**config.mk**
```make
export PLATFORM = sky130hd
export DESIGN_NAME = spi_slave_sync
export DESIGN_NICKNAME = d
export VERILOG_FILES = /design/src/rtl/spi_pkg.sv /design/src/rtl/spi_sync_edge.sv /design/src/rtl/spi_slave_sync.sv
export SDC_FILE = /design/constraint.sdc
export NUM_CORES = 1
export LEC_CHECK = 0
export BUFFER_PORTS_ARGS = -buffer_cell sky130_fd_sc_hd__buf_2
export CAP_MARGIN = 20
export CORE_MARGIN = 10
export CORE_UTILIZATION = 60
export DETAILED_ROUTE_END_ITERATION = 12
export GPL_TIMING_DRIVEN = 1
export PLACE_DENSITY = 0.84
export SLEW_MARGIN = 20
export SYNTH_ARGS = -nofsm -noshare
export SYNTH_HDL_FRONTEND = slang
export SYNTH_SLANG_ARGS = --single-unit
```
**constraint.sdc**
```tcl
create_clock -name clock -period 4.1 [get_ports clock]
set_input_delay 0.82 -clock clock [delete_from_list [all_inputs] [get_ports clock]]
set_output_delay 0.82 -clock clock [all_outputs]
set_load 0.005 [all_outputs]
```
**src/rtl/spi_pkg.sv**
```systemverilog
// spi_pkg: shared types and helpers for the oversampled SPI slave.
//   state_e          - frame FSM states
//   SPI_MODE0..3     - {CPOL,CPHA} pairs for the four SPI modes
//   lead_is_rise()   - polarity of the leading SCLK edge for a given CPOL
package spi_pkg;

   typedef enum logic [1:0] {
      WAIT_IDLE = 2'd0,
      IDLE      = 2'd1,
      SHIFT     = 2'd2,
      DONE      = 2'd3
   } state_e;

   localparam logic [1:0] SPI_MODE0 = 2'b00;
   localparam logic [1:0] SPI_MODE1 = 2'b01;
   localparam logic [1:0] SPI_MODE2 = 2'b10;
   localparam logic [1:0] SPI_MODE3 = 2'b11;

   // Leading edge leaves the idle level: rising when SCLK idles low.
   function automatic logic lead_is_rise(input logic cpol);
      return ~cpol;
   endfunction

endpackage

```
**src/rtl/spi_sync_edge.sv**
```systemverilog
// spi_sync_edge: STAGES-deep synchroniser for an asynchronous pin plus
// rise/fall detection on the synchronised value.
//   clock, reset - system clock, async active-high reset
//   din          - asynchronous pin
//   dout         - synchronised pin value
//   rise, fall   - one-cycle pulses comparing the last two synchronised samples
module spi_sync_edge #(
   parameter int   STAGES  = 2,
   parameter logic RST_VAL = 1'b0
) (
   input  logic clock,
   input  logic reset,
   input  logic din,
   output logic dout,
   output logic rise,
   output logic fall
);

   logic [STAGES-1:0] sync_q, sync_d;
   logic              prev_q, prev_d;

   // Next values of the synchroniser chain and the edge-history flop.
   always_comb begin
      sync_d = {sync_q[STAGES-2:0], din};
      prev_d = sync_q[STAGES-1];
   end

   // Synchroniser and history registers.
   always_ff @(posedge clock or posedge reset) begin
      if (reset) begin
         sync_q <= {STAGES{RST_VAL}};
         prev_q <= RST_VAL;
      end else begin
         sync_q <= sync_d;
         prev_q <= prev_d;
      end
   end

   assign dout = sync_q[STAGES-1];
   assign rise = sync_q[STAGES-1] & ~prev_q;
   assign fall = ~sync_q[STAGES-1] & prev_q;

endmodule

```
**src/rtl/spi_slave_sync.sv**
```systemverilog
// spi_slave_sync: SPI slave running in the system clock domain. SCLK, SSEL and
// MOSI are oversampled; all four CPOL/CPHA modes, MSB/LSB-first order.
//   clock, reset          - system clock, async active-high reset
//   sclk, ssel, mosi      - asynchronous SPI pins (ssel active-low)
//   miso, miso_oe         - registered slave output and pad enable
//   tx_data/valid/ready   - one-entry transmit buffer handshake
//   rx_data/valid/ready   - received-word handshake
//   busy                  - selected and framing (SHIFT or DONE)
//   overrun, underrun, frame_err - sticky flags, cleared by clear_flags
module spi_slave_sync
   import spi_pkg::*;
#(
   parameter int WIDTH       = 10,
   parameter int CPOL        = 0,
   parameter int CPHA        = 0,
   parameter int LSB_FIRST   = 0,
   parameter int SYNC_STAGES = 2
) (
   input  logic             clock,
   input  logic             reset,
   input  logic             sclk,
   input  logic             ssel,
   input  logic             mosi,
   output logic             miso,
   output logic             miso_oe,
   input  logic [WIDTH-1:0] tx_data,
   input  logic             tx_valid,
   output logic             tx_ready,
   output logic [WIDTH-1:0] rx_data,
   output logic             rx_valid,
   input  logic             rx_ready,
   output logic             busy,
   output logic             overrun,
   output logic             underrun,
   output logic             frame_err,
   input  logic             clear_flags
);

   localparam int CNT_W  = $clog2(WIDTH + 1);
   localparam int WCNT_W = $clog2(SYNC_STAGES + 2);
   localparam logic [CNT_W-1:0]  CNT_LAST  = CNT_W'(WIDTH - 1);
   localparam logic [WCNT_W-1:0] WAIT_LAST = WCNT_W'(SYNC_STAGES + 1);
   // Sampling uses the leading edge for CPHA=0 and the trailing edge for CPHA=1.
   localparam logic SAMPLE_RISE = (CPHA != 0) ? ~lead_is_rise(CPOL != 0)
                                              :  lead_is_rise(CPOL != 0);

   logic sclk_s, sclk_rise, sclk_fall;
   logic ssel_s, ssel_rise, ssel_fall;
   logic mosi_s, mosi_rise_unused, mosi_fall_unused;
   logic sample_ev, drive_ev;

   spi_sync_edge #(.STAGES(SYNC_STAGES), .RST_VAL(CPOL != 0)) u_sync_sclk (
      .clock(clock), .reset(reset), .din(sclk),
      .dout(sclk_s), .rise(sclk_rise), .fall(sclk_fall));
   spi_sync_edge #(.STAGES(SYNC_STAGES), .RST_VAL(1'b1)) u_sync_ssel (
      .clock(clock), .reset(reset), .din(ssel),
      .dout(ssel_s), .rise(ssel_rise), .fall(ssel_fall));
   spi_sync_edge #(.STAGES(SYNC_STAGES), .RST_VAL(1'b0)) u_sync_mosi (
      .clock(clock), .reset(reset), .din(mosi),
      .dout(mosi_s), .rise(mosi_rise_unused), .fall(mosi_fall_unused));

   assign sample_ev = SAMPLE_RISE ? sclk_rise : sclk_fall;
   assign drive_ev  = SAMPLE_RISE ? sclk_fall : sclk_rise;

   // Bit currently presented from a transmit word.
   function automatic logic out_bit(input logic [WIDTH-1:0] w);
      return (LSB_FIRST != 0) ? w[0] : w[WIDTH-1];
   endfunction

   // Transmit word after one bit has gone out; ones fill the vacated end.
   function automatic logic [WIDTH-1:0] shift_tx(input logic [WIDTH-1:0] w);
      return (LSB_FIRST != 0) ? {1'b1, w[WIDTH-1:1]} : {w[WIDTH-2:0], 1'b1};
   endfunction

   // Receive word after one mosi bit has been taken in.
   function automatic logic [WIDTH-1:0] shift_rx(input logic [WIDTH-1:0] w, input logic b);
      return (LSB_FIRST != 0) ? {b, w[WIDTH-1:1]} : {w[WIDTH-2:0], b};
   endfunction

   state_e            state_q, state_d;
   logic [WCNT_W-1:0] wait_cnt_q, wait_cnt_d;
   logic [CNT_W-1:0]  cnt_q, cnt_d;
   logic [WIDTH-1:0]  tx_sreg_q, tx_sreg_d, rx_sreg_q, rx_sreg_d;
   logic [WIDTH-1:0]  txbuf_q, txbuf_d, rx_data_q, rx_data_d;
   logic              tx_ready_q, tx_ready_d, rx_valid_q, rx_valid_d;
   logic              miso_q, miso_d, miso_oe_q, miso_oe_d, busy_q, busy_d;
   logic              overrun_q, overrun_d, underrun_q, underrun_d;
   logic              frame_err_q, frame_err_d, present_q, present_d;
   logic [WIDTH-1:0]  start_word_s, rx_word_s;
   logic              ovr_set_s, und_set_s, ferr_set_s;

   // Frame FSM, buffers, handshakes and sticky flags.
   always_comb begin
      state_d      = state_q;
      wait_cnt_d   = wait_cnt_q;
      cnt_d        = cnt_q;
      tx_sreg_d    = tx_sreg_q;
      rx_sreg_d    = rx_sreg_q;
      txbuf_d      = txbuf_q;
      tx_ready_d   = tx_ready_q;
      rx_data_d    = rx_data_q;
      miso_d       = miso_q;
      miso_oe_d    = miso_oe_q;
      busy_d       = busy_q;
      present_d    = 1'b0;
      start_word_s = txbuf_q;
      rx_word_s    = shift_rx(rx_sreg_q, mosi_s);
      ovr_set_s    = 1'b0;
      und_set_s    = 1'b0;
      ferr_set_s   = 1'b0;

      if (rx_valid_q && rx_ready) rx_valid_d = 1'b0;
      else                        rx_valid_d = rx_valid_q;

      case (state_q)
         // Let the synchronisers flush, then require ssel high before arming,
         // so a select already low at reset never starts a frame.
         WAIT_IDLE: begin
            if (wait_cnt_q != WAIT_LAST) wait_cnt_d = wait_cnt_q + WCNT_W'(1);
            else if (ssel_s)             state_d = IDLE;
            else                         state_d = WAIT_IDLE;
         end
         IDLE: begin
            if (ssel_fall) begin
               if (tx_ready_q) begin
                  start_word_s = {WIDTH{1'b1}};
                  und_set_s    = 1'b1;
               end else begin
                  start_word_s = txbuf_q;
               end
               tx_ready_d = 1'b1;
               cnt_d      = '0;
               rx_sreg_d  = '0;
               busy_d     = 1'b1;
               miso_oe_d  = 1'b1;
               state_d    = SHIFT;
               // CPHA=0 presents the first bit before any SCLK edge.
               if (CPHA == 0) begin
                  miso_d    = out_bit(start_word_s);
                  tx_sreg_d = shift_tx(start_word_s);
               end else begin
                  tx_sreg_d = start_word_s;
               end
            end else begin
               state_d = IDLE;
            end
         end
         SHIFT: begin
            if (ssel_rise) begin
               ferr_set_s = 1'b1;
               busy_d     = 1'b0;
               miso_oe_d  = 1'b0;
               state_d    = IDLE;
            end else begin
               // A drive edge updates miso one cycle after it is detected.
               if (present_q) begin
                  miso_d    = out_bit(tx_sreg_q);
                  tx_sreg_d = shift_tx(tx_sreg_q);
               end else begin
                  tx_sreg_d = tx_sreg_q;
               end
               present_d = drive_ev;
               if (sample_ev) begin
                  rx_sreg_d = rx_word_s;
                  cnt_d     = cnt_q + CNT_W'(1);
                  if (cnt_q == CNT_LAST) begin
                     state_d = DONE;
                     if (!rx_valid_q || rx_ready) begin
                        rx_data_d  = rx_word_s;
                        rx_valid_d = 1'b1;
                     end else begin
                        ovr_set_s = 1'b1;
                     end
                  end else begin
                     state_d = SHIFT;
                  end
               end else begin
                  state_d = SHIFT;
               end
            end
         end
         DONE: begin
            if (ssel_rise) begin
               busy_d    = 1'b0;
               miso_oe_d = 1'b0;
               state_d   = IDLE;
            end else begin
               state_d = DONE;
            end
         end
         default: state_d = WAIT_IDLE;
      endcase

      // A load in the frame-start cycle is for the next frame.
      if (tx_valid && tx_ready_q) begin
         txbuf_d    = tx_data;
         tx_ready_d = 1'b0;
      end else begin
         txbuf_d = txbuf_q;
      end

      // Set events win over a simultaneous clear.
      if (ovr_set_s)        overrun_d = 1'b1;
      else if (clear_flags) overrun_d = 1'b0;
      else                  overrun_d = overrun_q;
      if (und_set_s)        underrun_d = 1'b1;
      else if (clear_flags) underrun_d = 1'b0;
      else                  underrun_d = underrun_q;
      if (ferr_set_s)       frame_err_d = 1'b1;
      else if (clear_flags) frame_err_d = 1'b0;
      else                  frame_err_d = frame_err_q;
   end

   // State and output registers.
   always_ff @(posedge clock or posedge reset) begin
      if (reset) begin
         state_q     <= WAIT_IDLE;
         wait_cnt_q  <= '0;
         cnt_q       <= '0;
         tx_sreg_q   <= '0;
         rx_sreg_q   <= '0;
         txbuf_q     <= '0;
         tx_ready_q  <= 1'b1;
         rx_data_q   <= '0;
         rx_valid_q  <= 1'b0;
         miso_q      <= 1'b1;
         miso_oe_q   <= 1'b0;
         busy_q      <= 1'b0;
         overrun_q   <= 1'b0;
         underrun_q  <= 1'b0;
         frame_err_q <= 1'b0;
         present_q   <= 1'b0;
      end else begin
         state_q     <= state_d;
         wait_cnt_q  <= wait_cnt_d;
         cnt_q       <= cnt_d;
         tx_sreg_q   <= tx_sreg_d;
         rx_sreg_q   <= rx_sreg_d;
         txbuf_q     <= txbuf_d;
         tx_ready_q  <= tx_ready_d;
         rx_data_q   <= rx_data_d;
         rx_valid_q  <= rx_valid_d;
         miso_q      <= miso_d;
         miso_oe_q   <= miso_oe_d;
         busy_q      <= busy_d;
         overrun_q   <= overrun_d;
         underrun_q  <= underrun_d;
         frame_err_q <= frame_err_d;
         present_q   <= present_d;
      end
   end

   assign miso      = miso_q;
   assign miso_oe   = miso_oe_q;
   assign tx_ready  = tx_ready_q;
   assign rx_data   = rx_data_q;
   assign rx_valid  = rx_valid_q;
   assign busy      = busy_q;
   assign overrun   = overrun_q;
   assign underrun  = underrun_q;
   assign frame_err = frame_err_q;

endmodule

```
==> metrics.txt <==
Final Skew=between 0.006 and 0.007 ns; top post-synthesis cells by area=dfrtp_1 57%, mux2_2 8.8%, dfstp_2 5.1%; Int Power=about 1.2 mW; Worst EP arrival=between 2 and 2.5 ns; Critical Path Source Type=register; status=finished clean; min Tclk post-route=2.10 ns; GRT busiest layer=met2; Placer Congestion=approximately 0.75; Gate power share=20.6%; PostCTS Resize Cnt=0; core area=approximately 4100 sq um; max_cap viols=0; YS warnings=0; die footprint=just over 7000 sq um; setup_tns=0 ns; syn avg cell area=around 12 sq um; Layout Nets=between 200 and 300; Reg2Reg Launch Point=state_q[1]; H-tree level count=3; vias in the first global route=1605; sw power=roughly 0.49 mW; Fillers=just under 300; HP Class=reg -> reg; crit path max fanout=23; Max IR drop VDD=around 0.33 mV; Final Cycle Share=about half; number of buffers added on ports=35; vias per cell=~5.3; initial antenna violation count=0; worst path bufs/invs=0; Tot GR Track Use=approximately an eighth; Worst setup EP type=register; number of synthesized flops with an enable pin=0; required time worst endpoint=between 4 and 5 ns; final setup vio count=0; master of the slowest instance on the critical path=a31oi_2; Static Leak=1.41 nW; routing usage on met2=19.3%; CP Cell Sequence=and2b_1 -> a31oi_2 -> o21ai_0; clk_lat worst skew=between 0.3 and 0.4 ns; Die X=approximately 85 um; Slew @ Worst Pin=0.791 ns; met1 global-route usage=roughly 15%; TritonCTS Buffers=9; Slew Limit Fails=0; Placed Cells=285; CP delay by family, top=compound AO/OA/AOI/OAI gates; ANT cells=0; Avg WL per Cell=about 14 um; Pre-antenna DRT Iters=4; Area growth, synth to finish=14.0%; Flop pwr share=a little over half; clk slew on worst S/H paths=0.06 ns; CP startpoint=state_q[1]; drc violations=0; grt ovf=0; RSZ-0062 raised after global routing=no; Slew HR=a little under half; fmax=approximately 480 MHz; pwr/cell area=577 nW/um^2; Synth top cells by count=58 x dfrtp_1, 22 x nand2_1, 22 x nor2_1; Ports=36; initial drt markers=76; post-route insts no fill=approximately 300; power share of the clock group=between 20% and 30%; ys flop type=dfrtp_1; via count=1600; Synth Register Bits=63; fraction of layout cells with a size suffix above 1=31.9%; Final ANT Viol Nets=0; synthesized cell area=approximately 2600 sq um; CTS tree=yes; Root Driver=clkbuf_8; drt total wl=4350 um; most frequent cell after synthesis=dfrtp_1; largest net degree at the start of global routing=40; CTS Hold Bufs=0; post-synth cell types=38; leading area contributor after synthesis=dfrtp_1; first-pass GRT wire length=approximately 7400 um; CP peak stage delay=0.77 ns; postcts setup bufs=0; maximum clock insertion buffer count=2; Setup Crit Path Kind=reg -> reg; FFs w/ async S/R, synth=100%; hpwl dp=3180 um; Yosys top cell area share=a little under three fifths; grt met3 use=between 6 and 7%; chip height=~85 um; Initial Util=between 60 and 70%; register area share after synthesis=between 60% and 70%; Row Count=23; min-delay src=u_sync_sclk.sync_q[0]; Syn Nets=230; Post-Synthesis Cells=between 200 and 250; clk sinks=63; Net Sw Frac=29.3%; final hold viol count=0
state kept, by name, indices dropped and copies added (netlist names), 2 cells and up:
register and count:
state_q 2, cnt_q 4, rx_data 10, u_sync_mosi.sync_q 2, rx_sreg_q 9, wait_cnt_q 2
u_sync_ssel.sync_q 2, txbuf_q 10, u_sync_sclk.sync_q 2, tx_sreg_q 10
cell type report:
| type | count | area, sq um | area share, % |
|---|---|---|---|
| Sequential cell | 63 | 1580 | 54.3 |
| Multi-Input combinational cell | 131 | 897 | 30.8 |
| Clock buffer | 15 | 166 | 5.71 |
| Inverter | 5 | 18.8 | 0.644 |
| Timing Repair Buffer | 36 | 183 | 6.27 |
| Clock inverter | 1 | 5.00 | 0.172 |
| Tap cell | 50 | 62.6 | 2.15 |
worst register-to-register path: cells and delay by family (launching register included):
kind               cells  cell delay [ns]
AOI/OAI and AO/OA      2             1.00
DFF                    1             0.49
and+or+nand+nor        1             0.46
power by group through the flow:
stage	clock [mW]	combinational [mW]	sequential, mW
after floorplan	0	0.312	0.840
after global placement	0	0.338	0.879
after detailed placement	0	0.351	0.888
after CTS	0.471	0.353	0.877
after global routing	0.506	0.400	0.896
final	0.459	0.346	0.877
stage by stage:
stage	power, mW	hold slack (ns)	setup WS [ns]	util (%)	cell area, sq um
final	1.68	0.347	2.00	71.8	2920
after detailed placement	1.24	0.335	1.97	67.6	2740
after global routing	1.80	0.367	1.80	71.8	2920
after floorplan	1.15	0.331	1.72	-	2560
after CTS	1.70	0.349	2.00	71.8	2920
after global placement	1.22	0.334	2.09	67.6	2740
layout by cell type (no fill, tap or decap), drive strengths merged, types with 3 or more instances in the layout:
cell	count
clkbuf	15
nand2b	5
mux2	22
a22o	8
buf	36
nor2b	3
nand2	22
ha	3
dfrtp	58
nor2	22
dfstp	5
a21oi	10
inv	5
o21ai	14
cell families (layout without fill, tap and decap cells):
group,Yosys count,in the layout,synth area share [%]
compound gates,41,41,10.4
buf+inv,15,57,3.03
flops,63,63,61.9
mux,23,23,10.1
xor+xnor,2,2,0.685
fa+ha+maj,3,3,1.47
simple gates,62,62,12.4
layer usage:
layer  wire length (um)  vias to the layer above
met4                 60                        0
met2               2020                       45
li1                   -                      795
met3                336                        8
met1               1930                      752
met5                  0                        -
path summary, 6_finish.rpt:
path                            slack, ns                     to  cells after the start
worst max-delay path                 2.00           tx_sreg_q[7]                      3
worst min-delay path                 0.35  u_sync_sclk.sync_q[1]                      0
worst max register to register       2.00           tx_sreg_q[7]                      3
worst min register to register       0.35  u_sync_sclk.sync_q[1]                      0
max in group asynchronous            2.59     u_sync_ssel.prev_q                      3
min in group asynchronous            0.64  u_sync_mosi.sync_q[1]                      2
Note: power is estimated with default switching activity, not from simulation.
